File: config.mk
export PLATFORM = sky130hd
export DESIGN_NAME = pipeline_hazard_ctrl_flat
export DESIGN_NICKNAME = d
export VERILOG_FILES = /design/src/rtl/pipeline_hazard_ctrl_if.sv /design/src/rtl/pipeline_hazard_ctrl.sv /design/src/flat_wrapper.sv
export SDC_FILE = /design/constraint.sdc
export NUM_CORES = 1
export LEC_CHECK = 0
export ABC_AREA = 1
export BUFFER_PORTS_ARGS = -buffer_cell sky130_fd_sc_hd__buf_2
export CORE_MARGIN = 1
export CORE_UTILIZATION = 38
export DETAILED_ROUTE_END_ITERATION = 8
export MAX_ROUTING_LAYER = met4
export PLACE_DENSITY = 0.65
export SLEW_MARGIN = 10
export SYNTH_ARGS = -nofsm -noshare
export SYNTH_HDL_FRONTEND = slang
export SYNTH_SLANG_ARGS = --single-unit
File: constraint.sdc
create_clock -name clk_i -period 2.55 [get_ports clk_i]
set_clock_uncertainty 0.1 [all_clocks]
set_input_delay 0.51 -clock clk_i [delete_from_list [all_inputs] [get_ports clk_i]]
set_output_delay 0.51 -clock clk_i [all_outputs]
set_load 0.1 [all_outputs]
File: src/rtl/pipeline_hazard_ctrl_if.sv
// Hazard-control bundle between the datapath (master) and the stall/flush sequencer (slave).
interface pipeline_hazard_ctrl_if #(
   parameter int unsigned CNT_W = 32
);
   logic             start_i;
   logic [4:0]       id_rs1_addr_i;
   logic [4:0]       id_rs2_addr_i;
   logic             id_uses_rs2_i;
   logic             ex_memread_i;
   logic [4:0]       ex_rd_addr_i;
   logic             branch_taken_i;
   logic             mem_req_i;
   logic             pc_write_o;
   logic             if_id_write_o;
   logic             if_id_flush_o;
   logic             id_ex_hold_o;
   logic             id_ex_bubble_o;
   logic             ex_mem_hold_o;
   logic             mem_wb_bubble_o;
   logic [CNT_W-1:0] stall_cnt_o;
   logic [CNT_W-1:0] flush_cnt_o;
   logic [CNT_W-1:0] memwait_cnt_o;

   modport master (
      output start_i, id_rs1_addr_i, id_rs2_addr_i, id_uses_rs2_i,
             ex_memread_i, ex_rd_addr_i, branch_taken_i, mem_req_i,
      input  pc_write_o, if_id_write_o, if_id_flush_o, id_ex_hold_o,
             id_ex_bubble_o, ex_mem_hold_o, mem_wb_bubble_o,
             stall_cnt_o, flush_cnt_o, memwait_cnt_o
   );

   modport slave (
      input  start_i, id_rs1_addr_i, id_rs2_addr_i, id_uses_rs2_i,
             ex_memread_i, ex_rd_addr_i, branch_taken_i, mem_req_i,
      output pc_write_o, if_id_write_o, if_id_flush_o, id_ex_hold_o,
             id_ex_bubble_o, ex_mem_hold_o, mem_wb_bubble_o,
             stall_cnt_o, flush_cnt_o, memwait_cnt_o
   );
endinterface

File: src/rtl/pipeline_hazard_ctrl.sv
// Stall/flush sequencer for the 5-stage pipeline: load-use stall, taken-branch flush,
// multi-cycle data-memory wait, plus saturating performance counters.
module pipeline_hazard_ctrl #(
   parameter int unsigned MEM_LAT = 2,
   parameter int unsigned CNT_W   = 32
) (
   input logic                    clk_i,
   input logic                    rst_n_i,
   pipeline_hazard_ctrl_if.slave  bus
);

   localparam int unsigned WCNT_W = 4;

   typedef enum logic [1:0] {
      ST_IDLE = 2'd0,
      ST_WAIT = 2'd1,
      ST_LAST = 2'd2
   } state_e;

   state_e            state_q, state_d;
   logic [WCNT_W-1:0] wcnt_q, wcnt_d;
   logic              mem_stall;
   logic              load_use;
   logic              freeze;
   logic              stall_inc, flush_inc, memwait_inc;
   logic [CNT_W-1:0]  stall_cnt_q, stall_cnt_d;
   logic [CNT_W-1:0]  flush_cnt_q, flush_cnt_d;
   logic [CNT_W-1:0]  memwait_cnt_q, memwait_cnt_d;

   // Memory-wait FSM state and wait counter
   always_ff @(posedge clk_i or negedge rst_n_i) begin
      if (!rst_n_i) begin
         state_q <= ST_IDLE;
         wcnt_q  <= '0;
      end else begin
         state_q <= state_d;
         wcnt_q  <= wcnt_d;
      end
   end

   // Next state and memory stall; the FSM only advances while the pipeline runs
   always_comb begin
      state_d   = state_q;
      wcnt_d    = wcnt_q;
      mem_stall = 1'b0;
      case (state_q)
         ST_IDLE: begin
            if (bus.mem_req_i && (MEM_LAT > 1)) begin
               mem_stall = 1'b1;
               if (bus.start_i) begin
                  wcnt_d  = WCNT_W'(MEM_LAT - 2);
                  state_d = (MEM_LAT > 2) ? ST_WAIT : ST_LAST;
               end
            end
         end
         ST_WAIT: begin
            mem_stall = 1'b1;
            if (bus.start_i) begin
               wcnt_d = wcnt_q - WCNT_W'(1);
               if (wcnt_q == WCNT_W'(1)) begin
                  state_d = ST_LAST;
               end
            end
         end
         ST_LAST: begin
            // access completes this cycle; a new request is only seen back in IDLE
            if (bus.start_i) begin
               state_d = ST_IDLE;
            end
         end
         default: begin
            state_d = ST_IDLE;
            wcnt_d  = '0;
         end
      endcase
   end

   // Load-use hazard between the load in EX and the consumer in ID (x0 never hazards)
   always_comb begin
      load_use = bus.ex_memread_i && (bus.ex_rd_addr_i != 5'd0) &&
                 ((bus.ex_rd_addr_i == bus.id_rs1_addr_i) ||
                  (bus.id_uses_rs2_i && (bus.ex_rd_addr_i == bus.id_rs2_addr_i)));
   end

   // Prioritised pipeline controls: freeze > load-use > taken branch > run
   always_comb begin
      freeze              = !rst_n_i || !bus.start_i || mem_stall;
      bus.pc_write_o      = 1'b1;
      bus.if_id_write_o   = 1'b1;
      bus.if_id_flush_o   = 1'b0;
      bus.id_ex_hold_o    = 1'b0;
      bus.id_ex_bubble_o  = 1'b0;
      bus.ex_mem_hold_o   = 1'b0;
      bus.mem_wb_bubble_o = 1'b0;
      stall_inc           = 1'b0;
      if (freeze) begin
         bus.pc_write_o      = 1'b0;
         bus.if_id_write_o   = 1'b0;
         bus.id_ex_hold_o    = 1'b1;
         bus.ex_mem_hold_o   = 1'b1;
         bus.mem_wb_bubble_o = 1'b1;
      end else if (load_use) begin
         // a taken branch this cycle is dropped and re-resolves after the bubble
         bus.pc_write_o     = 1'b0;
         bus.if_id_write_o  = 1'b0;
         bus.id_ex_bubble_o = 1'b1;
         stall_inc          = 1'b1;
      end else if (bus.branch_taken_i) begin
         bus.if_id_flush_o = 1'b1;
      end
      flush_inc   = bus.if_id_flush_o;
      memwait_inc = bus.start_i && mem_stall;
   end

   // Saturating counter increments
   always_comb begin
      stall_cnt_d   = stall_cnt_q;
      flush_cnt_d   = flush_cnt_q;
      memwait_cnt_d = memwait_cnt_q;
      if (stall_inc && (stall_cnt_q != '1)) begin
         stall_cnt_d = stall_cnt_q + CNT_W'(1);
      end
      if (flush_inc && (flush_cnt_q != '1)) begin
         flush_cnt_d = flush_cnt_q + CNT_W'(1);
      end
      if (memwait_inc && (memwait_cnt_q != '1)) begin
         memwait_cnt_d = memwait_cnt_q + CNT_W'(1);
      end
   end

   // Performance counter registers
   always_ff @(posedge clk_i or negedge rst_n_i) begin
      if (!rst_n_i) begin
         stall_cnt_q   <= '0;
         flush_cnt_q   <= '0;
         memwait_cnt_q <= '0;
      end else begin
         stall_cnt_q   <= stall_cnt_d;
         flush_cnt_q   <= flush_cnt_d;
         memwait_cnt_q <= memwait_cnt_d;
      end
   end

   assign bus.stall_cnt_o   = stall_cnt_q;
   assign bus.flush_cnt_o   = flush_cnt_q;
   assign bus.memwait_cnt_o = memwait_cnt_q;

endmodule

File: src/flat_wrapper.sv
// flat-port wrapper written by rule: the top's interface ports become plain ports
module pipeline_hazard_ctrl_flat 
#(
   parameter int unsigned MEM_LAT = 2,
   parameter int unsigned CNT_W   = 32
)
  (clk_i, rst_n_i, bus_start_i, bus_id_rs1_addr_i, bus_id_rs2_addr_i, bus_id_uses_rs2_i, bus_ex_memread_i, bus_ex_rd_addr_i, bus_branch_taken_i, bus_mem_req_i, bus_pc_write_o, bus_if_id_write_o, bus_if_id_flush_o, bus_id_ex_hold_o, bus_id_ex_bubble_o, bus_ex_mem_hold_o, bus_mem_wb_bubble_o, bus_stall_cnt_o, bus_flush_cnt_o, bus_memwait_cnt_o);
  pipeline_hazard_ctrl_if #(.CNT_W(CNT_W)) bus_i ();
  input logic clk_i;
  input logic rst_n_i;
  input wire logic [$bits(bus_i.start_i)-1:0] bus_start_i;
  input wire logic [$bits(bus_i.id_rs1_addr_i)-1:0] bus_id_rs1_addr_i;
  input wire logic [$bits(bus_i.id_rs2_addr_i)-1:0] bus_id_rs2_addr_i;
  input wire logic [$bits(bus_i.id_uses_rs2_i)-1:0] bus_id_uses_rs2_i;
  input wire logic [$bits(bus_i.ex_memread_i)-1:0] bus_ex_memread_i;
  input wire logic [$bits(bus_i.ex_rd_addr_i)-1:0] bus_ex_rd_addr_i;
  input wire logic [$bits(bus_i.branch_taken_i)-1:0] bus_branch_taken_i;
  input wire logic [$bits(bus_i.mem_req_i)-1:0] bus_mem_req_i;
  output wire logic [$bits(bus_i.pc_write_o)-1:0] bus_pc_write_o;
  output wire logic [$bits(bus_i.if_id_write_o)-1:0] bus_if_id_write_o;
  output wire logic [$bits(bus_i.if_id_flush_o)-1:0] bus_if_id_flush_o;
  output wire logic [$bits(bus_i.id_ex_hold_o)-1:0] bus_id_ex_hold_o;
  output wire logic [$bits(bus_i.id_ex_bubble_o)-1:0] bus_id_ex_bubble_o;
  output wire logic [$bits(bus_i.ex_mem_hold_o)-1:0] bus_ex_mem_hold_o;
  output wire logic [$bits(bus_i.mem_wb_bubble_o)-1:0] bus_mem_wb_bubble_o;
  output wire logic [$bits(bus_i.stall_cnt_o)-1:0] bus_stall_cnt_o;
  output wire logic [$bits(bus_i.flush_cnt_o)-1:0] bus_flush_cnt_o;
  output wire logic [$bits(bus_i.memwait_cnt_o)-1:0] bus_memwait_cnt_o;
  assign bus_i.start_i = bus_start_i;
  assign bus_i.id_rs1_addr_i = bus_id_rs1_addr_i;
  assign bus_i.id_rs2_addr_i = bus_id_rs2_addr_i;
  assign bus_i.id_uses_rs2_i = bus_id_uses_rs2_i;
  assign bus_i.ex_memread_i = bus_ex_memread_i;
  assign bus_i.ex_rd_addr_i = bus_ex_rd_addr_i;
  assign bus_i.branch_taken_i = bus_branch_taken_i;
  assign bus_i.mem_req_i = bus_mem_req_i;
  assign bus_pc_write_o = bus_i.pc_write_o;
  assign bus_if_id_write_o = bus_i.if_id_write_o;
  assign bus_if_id_flush_o = bus_i.if_id_flush_o;
  assign bus_id_ex_hold_o = bus_i.id_ex_hold_o;
  assign bus_id_ex_bubble_o = bus_i.id_ex_bubble_o;
  assign bus_ex_mem_hold_o = bus_i.ex_mem_hold_o;
  assign bus_mem_wb_bubble_o = bus_i.mem_wb_bubble_o;
  assign bus_stall_cnt_o = bus_i.stall_cnt_o;
  assign bus_flush_cnt_o = bus_i.flush_cnt_o;
  assign bus_memwait_cnt_o = bus_i.memwait_cnt_o;
  pipeline_hazard_ctrl #(.MEM_LAT(MEM_LAT), .CNT_W(CNT_W)) u_core (.clk_i(clk_i), .rst_n_i(rst_n_i), .bus(bus_i));
endmodule
==> flow_summary.json <==
{
  "grt_max_degree": 98,
  "cap_violations": 0,
  "dp.cells": 1303,
  "hold_ws_ns": 0.1982,
  "setup_viol": 0,
  "synth_cell_type_count": 34,
  "path_buf_inv": 4,
  "met3_wirelength_um": 819,
  "ys_seq_area_share_pct": 36.47,
  "power.leakage_nw": 3.944,
  "crit_fanout": 4,
  "slowest_delay_ns": 0.19,
  "drc": 1,
  "rsz0062_at_grt": "false",
  "cts-root-buf": "clkbuf_16",
  "multiInputGateArea_um2": 3781,
  "die_w_um": 134.3,
  "critPathLaunchType": "input pin",
  "clock-sinks": 97,
  "wl_per_cell_um": 13.86,
  "synthesis.nets": 998,
  "netlist_instances": 973,
  "synth_top_flop_cell": "dfrtp_1",
  "dr_wl_met2_mm": 8.145,
  "synth_top_cell_by_area": "dfrtp_1",
  "synth_edf_count": 0,
  "place.gp.congestion": 0.9372,
  "ys_warn_count": 0,
  "numCtsBuffers": 9,
  "routed_wl_mm": 18.29,
  "seq_area_um2": 2427,
  "violations": "design-rule violations",
  "grt-ovfl-total": 0,
  "synth_top_area_share_pct": 36.47,
  "crit_type": "in2out",
  "postCtsSetupRepairBufs": 0,
  "layout.cells.non_filler": 1319,
  "crit_arrival_ns": 1.59,
  "routedLengthMet1_mm": 9.019,
  "grt_usage_pct": 21.28,
  "die_h_um": 134.3,
  "fmax_mhz": 455.1,
  "p_switching_mw": 1.880,
  "fillCellCount": 1833,
  "ioPinCount": 125,
  "cts_hold_buffers": 0,
  "cts_max_path_buffers": 2,
  "dp_hpwl_mm": 13.43,
  "cp_cell_sequence": "buf_2, inv_2, nand4_1, o21ai_0, inv_1, nand2_1, nand2_1, nor2_2, buf_12",
  "vias": 6534,
  "utilization_pct": 45.64,
  "tritoncts": "built",
  "dieArea_um2": 18050,
  "n_antenna_cell": 0,
  "ant_nets": 0,
  "p_sw_share_pct": 40.32,
  "core_area_um2": 17180,
  "rows": 48,
  "clkTransAtPathRegs_ns": 0.07,
  "cp_top_family": "simple AND/OR/NAND/NOR gates",
  "io_buffers": 124,
  "placed_area_um2": 7508,
  "via_per_inst": 4.954,
  "netlist_area_um2": 6655,
  "start_util_pct": 38.75,
  "hold_class": "in2async",
  "seqPwrFrac_pct": 38.2,
  "drive_above_1_share_pct": 17.55,
  "design_area_um2": 7840,
  "p_int_mw": 2.782,
  "cp_data_required_time_ns": 1.94,
  "slew_viol_final": 0,
  "grt_pass1_wl_mm": 29.79,
  "drt_iter0_markers": 339,
  "area_growth_pct": 17.80,
  "status": "complete, but fails checks",
  "post_cts_resized": 0,
  "dr.max_layer_used": "met4",
  "cellPowerDensity_nw_per_um2": 594.6,
  "ys_top_cells_by_area": "dfrtp_1, nand2_1, nor2_1",
  "synthArstFlopShare_pct": 100.0,
  "cp-end-kind": "output port",
  "fin_nets": 1114,
  "combinationalPowerShare_pct": 29.3,
  "syn_avg_cell_area_um2": 6.840,
  "finalPower_mw": 4.662,
  "post-route-min-period_ns": 2.197,
  "synth-seq-cells": 97,
  "ir_drop_mv": 0.5425,
  "period_share_pct": 86.16,
  "first_global_vias": 5909,
  "drt-pass1-iter-count": 7,
  "synth.most_common_cell": "nand2_1",
  "crit_slowest_cell": "buf_12",
  "cp_common_cell": "nand2_1",
  "tightest_slew_ns": 0.5455,
  "synth_commonest_cells": "nand2_1, nor2_1, dfrtp_1",
  "hold_viol": 0,
  "htree_levels": 3,
  "antenna_found_initial": 0,
  "clock_latency_ns": 0.35,
  "relSlewSlack_pct": 63.63,
  "clkPwrFrac_pct": 32.5
}
[worst register-to-register path, stage by stage, from the launching register on]
cell	delay (ns)
dfrtp_1	0.43
ha_1	0.25
nand2_1	0.11
nor2_1	0.07
nand2_1	0.11
nor2_1	0.07
nand2_1	0.06
nand2_1	0.07
inv_2	0.41
nand2_1	0.14
xor2_1	0.17
[cells in the final DEF, fill, tap and decap left out]
cell        count
nand4_4         1
o21ai_0         5
inv_2          14
nand3_4         2
and2_1          1
nor2_8          1
a21oi_2         1
nand2_1       425
clkinvlp_4      2
nor2_4          5
o21ai_1        14
xnor2_1        20
dfrtp_1        97
nand3_1        19
buf_4           7
buf_12          5
nor4_2          1
nand3_2         3
ha_1            3
a21oi_4         1
nand3b_1       16
nand2_4         2
xor2_1         49
nor3_4          1
bufinv_16       2
inv_1          58
buf_2         119
nor3_2          4
clkbuf_1        1
nand4_1        45
clkbuf_8        2
clkbuf_16       9
nor2_2          4
nand2_2         6
nor3_1         30
nor3b_1         2
nor2_1        117
[registers in the layout, summed over array words and instances, names as in the netlist]
| signal | flops |
|---|---|
| u_core.bus.memwait_cnt_o | 32 |
| u_core.bus.flush_cnt_o | 32 |
| u_core.bus.stall_cnt_o | 32 |
| u_core.state_q | 1 |
[layer usage]
metal  global-route usage, %  vias up
met3                   2.646       25
met2                   32.30      183
li1                        -     3302
met4                   6.866        0
met5                       -        -
met1                   29.38     3024
[cell families after synthesis]
family,synth area share (%)
xor gates and xnor gates,9.081
AOI/OAI and AO/OA,1.805
and+or+nand+nor,45.14
adders and majority gates,0.5641
DFF,36.47
buffers and inverters,6.937
[worst paths after layout]
kind,slack [ns],depth (start not counted),endpoint,from
worst max-delay path,0.35,9,bus_if_id_flush_o,bus_ex_rd_addr_i[3]
worst min-delay path,0.20,2,u_core.bus.stall_cnt_o[0]$_DFFE_PN0P_,rst_n_i
worst max register to register,0.44,10,u_core.bus.memwait_cnt_o[16]$_DFFE_PN0P_,u_core.bus.memwait_cnt_o[0]$_DFFE_PN0P_
worst min register to register,0.43,1,u_core.bus.memwait_cnt_o[3]$_DFFE_PN0P_,u_core.bus.memwait_cnt_o[3]$_DFFE_PN0P_
max in group asynchronous,1.72,2,u_core.bus.memwait_cnt_o[22]$_DFFE_PN0P_,rst_n_i
min in group clk_i,0.31,2,u_core.state_q[1]$_DFFE_PN0P_,bus_start_i
[through the flow]
step	setup TNS [ns]	setup slack, ns
final	0	0.3529
after global routing	0	0.2476
after CTS	0	0.3372
after detailed placement	0	0.3402
after global placement	0	0.3354
after floorplan	-0.01693	-0.01693
[power groups by stage]
stage | sequential (mW) | combinational, mW | clock (mW)
2_1_floorplan | 2.54 | 0.353 | 0
3_3_place_gp | 1.81 | 1.36 | 0
3_5_place_dp | 1.81 | 1.37 | 0
4_1_cts | 1.78 | 1.37 | 1.57
5_1_grt | 1.80 | 1.44 | 1.61
6_report | 1.78 | 1.37 | 1.52
[layout make-up]
class | instances | area share, %
clock inverter | 4 | 0.9575
tap | 225 | 3.591
timing repair buffer | 131 | 9.544
multi-input combinational | 778 | 48.23
inverter | 72 | 3.447
clock buffer | 12 | 3.272
sequential | 97 | 30.96
No activity file was read; power rests on OpenSTA's default activity.
